File: src/rtl/fpmult_pkg.sv
`default_nettype none
// Shared constants and types for the FP multiplier issue path.
package fpmult_pkg;

  localparam int FP_W         = 32;
  localparam int FP_XW        = 5;
  localparam int MULT_LATENCY = 4;

  localparam int EXC_ANY  = 4;
  localparam int EXC_ANAN = 3;
  localparam int EXC_BNAN = 2;
  localparam int EXC_AINF = 1;
  localparam int EXC_BINF = 0;

  typedef enum logic {
    PORT0 = 1'b0,
    PORT1 = 1'b1
  } port_id_e;

  typedef struct packed {
    logic     v;
    port_id_e id;
  } tag_t;

endpackage
`default_nettype wire

File: src/rtl/fpmult_tag_pipe.sv
`default_nettype none
// LATENCY-deep {valid,id} shift register that tracks which requester owns
// each multiplier pipeline slot.
module fpmult_tag_pipe
  import fpmult_pkg::*;
#(
  parameter int LATENCY = MULT_LATENCY
) (
  input  logic clk,
  input  logic rst,
  input  tag_t in_tag,
  output tag_t tail,
  output logic any_valid
);

  tag_t stage [LATENCY];

  always_ff @(posedge clk or posedge rst) begin
    if (rst) begin
      for (int i = 0; i < LATENCY; i++) stage[i] <= '0;
    end else begin
      stage[0] <= in_tag;
      for (int i = 1; i < LATENCY; i++) stage[i] <= stage[i-1];
    end
  end

  always_comb begin
    any_valid = 1'b0;
    for (int i = 0; i < LATENCY; i++) any_valid = any_valid | stage[i].v;
  end

  assign tail = stage[LATENCY-1];

endmodule
`default_nettype wire

File: src/rtl/fpmult_issue_arbiter.sv
`default_nettype none
// Round-robin sharing of one pipelined FP multiplier between two requesters,
// with results steered back to the issuing port.
module fpmult_issue_arbiter
  import fpmult_pkg::*;
#(
  parameter int LATENCY = MULT_LATENCY,
  parameter int W       = FP_W,
  parameter int XW      = FP_XW
) (
  input  logic          clk,
  input  logic          rst,
  input  logic          req0_valid,
  output logic          req0_ready,
  input  logic [W-1:0]  req0_a,
  input  logic [W-1:0]  req0_b,
  input  logic          req1_valid,
  output logic          req1_ready,
  input  logic [W-1:0]  req1_a,
  input  logic [W-1:0]  req1_b,
  output logic          mul_valid,
  output logic [W-1:0]  mul_a,
  output logic [W-1:0]  mul_b,
  input  logic [W-1:0]  mul_result,
  input  logic [XW-1:0] mul_flags,
  output logic          rsp0_valid,
  output logic [W-1:0]  rsp0_result,
  output logic [XW-1:0] rsp0_flags,
  output logic          rsp1_valid,
  output logic [W-1:0]  rsp1_result,
  output logic [XW-1:0] rsp1_flags,
  output logic          busy
);

  logic     grant0;
  logic     grant1;
  port_id_e last_grant;
  port_id_e issue_id;
  tag_t     in_tag;
  tag_t     tail;
  logic     tag_busy;

  // Under contention the port that did not win last time goes next.
  always_comb begin
    grant0 = req0_valid & (~req1_valid | (last_grant == PORT1));
    grant1 = req1_valid & (~req0_valid | (last_grant == PORT0));
  end

  assign req0_ready = grant0;
  assign req1_ready = grant1;

  always_ff @(posedge clk or posedge rst) begin
    if (rst) begin
      mul_valid  <= 1'b0;
      mul_a      <= '0;
      mul_b      <= '0;
      issue_id   <= PORT0;
      last_grant <= PORT1;
    end else begin
      mul_valid <= grant0 | grant1;
      if (grant0) begin
        mul_a      <= req0_a;
        mul_b      <= req0_b;
        issue_id   <= PORT0;
        last_grant <= PORT0;
      end else if (grant1) begin
        mul_a      <= req1_a;
        mul_b      <= req1_b;
        issue_id   <= PORT1;
        last_grant <= PORT1;
      end
    end
  end

  assign in_tag = '{v: mul_valid, id: issue_id};

  fpmult_tag_pipe #(
    .LATENCY (LATENCY)
  ) u_tag_pipe (
    .clk       (clk),
    .rst       (rst),
    .in_tag    (in_tag),
    .tail      (tail),
    .any_valid (tag_busy)
  );

  // The tail tag lines up with mul_result, so it alone decides the destination.
  always_ff @(posedge clk or posedge rst) begin
    if (rst) begin
      rsp0_valid  <= 1'b0;
      rsp0_result <= '0;
      rsp0_flags  <= '0;
      rsp1_valid  <= 1'b0;
      rsp1_result <= '0;
      rsp1_flags  <= '0;
    end else begin
      rsp0_valid <= tail.v & (tail.id == PORT0);
      rsp1_valid <= tail.v & (tail.id == PORT1);
      if (tail.v && tail.id == PORT0) begin
        rsp0_result <= mul_result;
        rsp0_flags  <= mul_flags;
      end
      if (tail.v && tail.id == PORT1) begin
        rsp1_result <= mul_result;
        rsp1_flags  <= mul_flags;
      end
    end
  end

  assign busy = mul_valid | tag_busy;

endmodule
`default_nettype wire

File: config.mk
export PLATFORM = sky130hd
export DESIGN_NAME = fpmult_issue_arbiter
export DESIGN_NICKNAME = d
export VERILOG_FILES = /design/src/rtl/fpmult_pkg.sv /design/src/rtl/fpmult_tag_pipe.sv /design/src/rtl/fpmult_issue_arbiter.sv
export SDC_FILE = /design/constraint.sdc
export NUM_CORES = 1
export LEC_CHECK = 0
export BUFFER_PORTS_ARGS = -buffer_cell sky130_fd_sc_hd__buf_2
export CAP_MARGIN = 20
export CELL_PAD_IN_SITES_DETAIL_PLACEMENT = 1
export CELL_PAD_IN_SITES_GLOBAL_PLACEMENT = 2
export CORE_MARGIN = 2
export CORE_UTILIZATION = 32
export CTS_CLUSTER_DIAMETER = 100
export DETAILED_ROUTE_END_ITERATION = 10
export GPL_TIMING_DRIVEN = 0
export HOLD_SLACK_MARGIN = 0.15
export PLACE_DENSITY_LB_ADDON = 0.1
export SLEW_MARGIN = 10
export SYNTH_ARGS = -nofsm -noshare
export SYNTH_HDL_FRONTEND = slang
export SYNTH_SLANG_ARGS = --single-unit
File: constraint.sdc
create_clock -name clk -period 9.5 [get_ports clk]
set_clock_uncertainty 0.15 [all_clocks]
set_input_delay 1.425 -clock clk [delete_from_list [all_inputs] [get_ports clk]]
set_output_delay 1.425 -clock clk [all_outputs]
set_load 0.05 [all_outputs]
==> flow_summary.ini <==
[routing]
vias_per_cell = 4.61
drcViolationCount = 0
wl_um = 19200
drt_iter0_markers = 94
vias = 4998
drt-pass1-iter-count = 5
wl_per_cell_um = 17.7
ant_nets = 0

[floorplanning]
core_mm2 = 0.0204
die_area_mm2 = 0.0220
start_util_pct = 32.7
die_height_um = 148
pin_count = 313
die_w_um = 148
rows = 52

[synth]
yosys_warnings = 0
syn_area_mm2 = 0.00666
yosys_most_used_dff = dfrtp_1
ys_ff_latch = 151
synth_top_area_share_pct = 56.3
ys_seq_area_share_pct = 56.7
synth_area_leader_cell = dfrtp_1
netlist_top_cells_area = dfrtp_1 (56%), mux2_2 (13%), o22ai_2 (11%), a21oi_2 (7.8%), buf_12 (3.6%)
synth_edf_count = 0
synthCells = 466
ys_types = 25
async_flop_share_pct = 100
syn_nets = 635
avgSynthCellArea_um2 = 14.3

[layout]
drive_gt1_share_pct = 70.3
fillers = 2270
syn_to_final_growth_pct = 38.5
fin_area_mm2 = 0.00923
finalNetCount = 967

[setup_path]
crit_type = input port to primary output
end_kind = primary output
arrival_ns = 2.47
r2r.worst_path.cells = 4
startpoint = req1_valid
crit_path_end = req0_ready
crit_fanout = 10
worst-r2r-setup-slack_ns = 7.82
reg2reg_from = last_grant$_DFFE_PP1P_
critPathRequiredTime_ns = 7.93
cp-start-kind = input port
timing.rr.end = mul_a[27]$_DFFE_PP0P_

[clocking]
root_buffer = clkbuf_16
hold_buffers = 0
cts_max_path_buffers = 2
cts-buffers-inserted = 17
post_cts_resized = 0
insertion_delay_ns = 0.42
cts.sinks = 151
clk_pin_slew_ns = 0.06
post_cts_buffers = 0
tritoncts = yes
h-tree-depth = 4

[place]
pre_cts_slack_ns = 5.43
place_hpwl_um = 14900
place_area_mm2 = 0.00860
gp_congestion = 0.742
io_buffers = 312

[run]
max_cap_violations = 0

[timing]
period_needed_ns = 4.04
timing.final.crit_share_pct = 42.6
slew_viol_final = 0
setup_viol = 0
hold_ws_ns = 0.198
hold_viol = 0
tightest_slew_ns = 0.586
fin_setup_tns_ns = 0
grt_setup_unrepaired = no
fin_ws_ns = 5.46
slew_headroom_pct = 60.9
clock.fmax_mhz = 247

[global_route]
grt_pass1_wl_um = 30000
antenna_found_initial = 4
grtUsageTotal_pct = 17.7
grt_pass1_vias = 5546
grt_max_degree = 117
overflow = 0

[power_and_ir_drop]
power_density_mw_per_mm2 = 244
p_leak_nw = 4.44
max-vdd-ir-drop_v = 0.000112

[run_status]
status = finished, final reports clean

[min_path]
hp-class = flip-flop to flip-flop
sequential cells by signal, summed over array words and instances, names as in the netlist:
name	count
mul_a	32
mul_b	32
rsp0_result	32
rsp1_result	32
u_tag_pipe.stage	6
rsp0_flags	5
rsp1_flags	5
u_tag_pipe.tail	2
issue_id	1
last_grant	1
mul_valid	1
rsp0_valid	1
rsp1_valid	1
per-layer routing:
metal  GRT usage (%)  vias to the layer above  routed length, µm
met5               0                        -                  0
met4            7.19                        0                399
met3            5.71                       26               1490
met2            31.3                      199               9970
met1            19.7                     2491               7350
li1                -                     2282                  -
stage by stage:
stage	util, %	instances	power (W)
after floorplan	-	466	0.00136
after global placement	42.0	1048	0.00155
after detailed placement	42.2	1049	0.00157
after CTS	45.3	1081	0.00229
after global routing	45.3	1083	0.00236
final	45.3	1085	0.00225
synthesized netlist by cell type, drive strengths merged, types with 2 or more instances:
cell type / n
a21oi: 64
buf: 29
dfrtp: 150
inv: 64
mux2: 74
nand2: 2
nor2: 4
nor2b: 2
o21ai: 4
o22ai: 60
o32ai: 4
or2b: 4
how the worst min path moves through the flow:
stage | slack [ns] | end | from | cells after the start
final | 0.20 | u_tag_pipe.stage[2]$_DFF_PP0_ | u_tag_pipe.stage[4]$_DFF_PP0_ | 0
after CTS | 0.20 | u_tag_pipe.stage[2]$_DFF_PP0_ | u_tag_pipe.stage[4]$_DFF_PP0_ | 0
after floorplan | 0.18 | u_tag_pipe.stage[2]$_DFF_PP0_ | u_tag_pipe.stage[4]$_DFF_PP0_ | 0
after global placement | 0.19 | u_tag_pipe.tail[0]$_DFF_PP0_ | u_tag_pipe.stage[2]$_DFF_PP0_ | 0
after detailed placement | 0.19 | u_tag_pipe.stage[2]$_DFF_PP0_ | u_tag_pipe.stage[4]$_DFF_PP0_ | 0
after global routing | 0.22 | u_tag_pipe.stage[2]$_DFF_PP0_ | u_tag_pipe.stage[4]$_DFF_PP0_ | 0
cell families after synthesis:
logic type / after synthesis / share of synthesized area [%]
flops: 151 / 56.7
compound gates: 134 / 20.4
buf+inv: 93 / 9.00
mux: 74 / 12.5
simple gates: 14 / 1.37
layout make-up:
class	instances	area [µm²]	area share (%)
Sequential cell	151	3780	41.0
Inverter	64	248	2.69
Multi-Input combinational cell	222	2280	24.8
Clock inverter	14	189	2.05
Antenna cell	4	10.0	0.109
Tap cell	270	338	3.66
Timing Repair Buffer	313	1590	17.2
Buffer	29	359	3.89
Clock buffer	18	429	4.65
critical path: stages:
cell	delay, ns
buf_2	0.12
nor2b_4	0.15
nor2_4	0.21
buf_4	0.27
buf_2	0.29
power breakdown:
part           switching (W)  internal (W)
registers          0.0000561      0.000745
logic               0.000528      0.000213
clock network       0.000287      0.000422
total               0.000871       0.00138
layout by cell type, fill, tap and decap left out:
cell and instances:
a21oi_1 5, inv_6 5, nor2b_4 1, nor2_4 1
clkinv_4 2, nand2_1 2, inv_1 62, buf_4 6
o21ai_0 4, buf_12 12, o22ai_1 1, or2_1 1
clkbuf_1 1, buf_2 320, buf_6 3, nor2b_1 1
inv_2 1, bufinv_16 3, a21oi_2 59, o32ai_1 4
mux2_2 74, buf_16 1, a21bo_1 1, or2b_1 4
dfstp_2 1, nor2_1 3, a21o_1 1, diode_2 4
clkinvlp_4 2, dfrtp_1 150, o22ai_2 59, clkbuf_16 17
inv_8 3, nor3_1 1
Note: power is estimated with default switching activity, not from simulation.
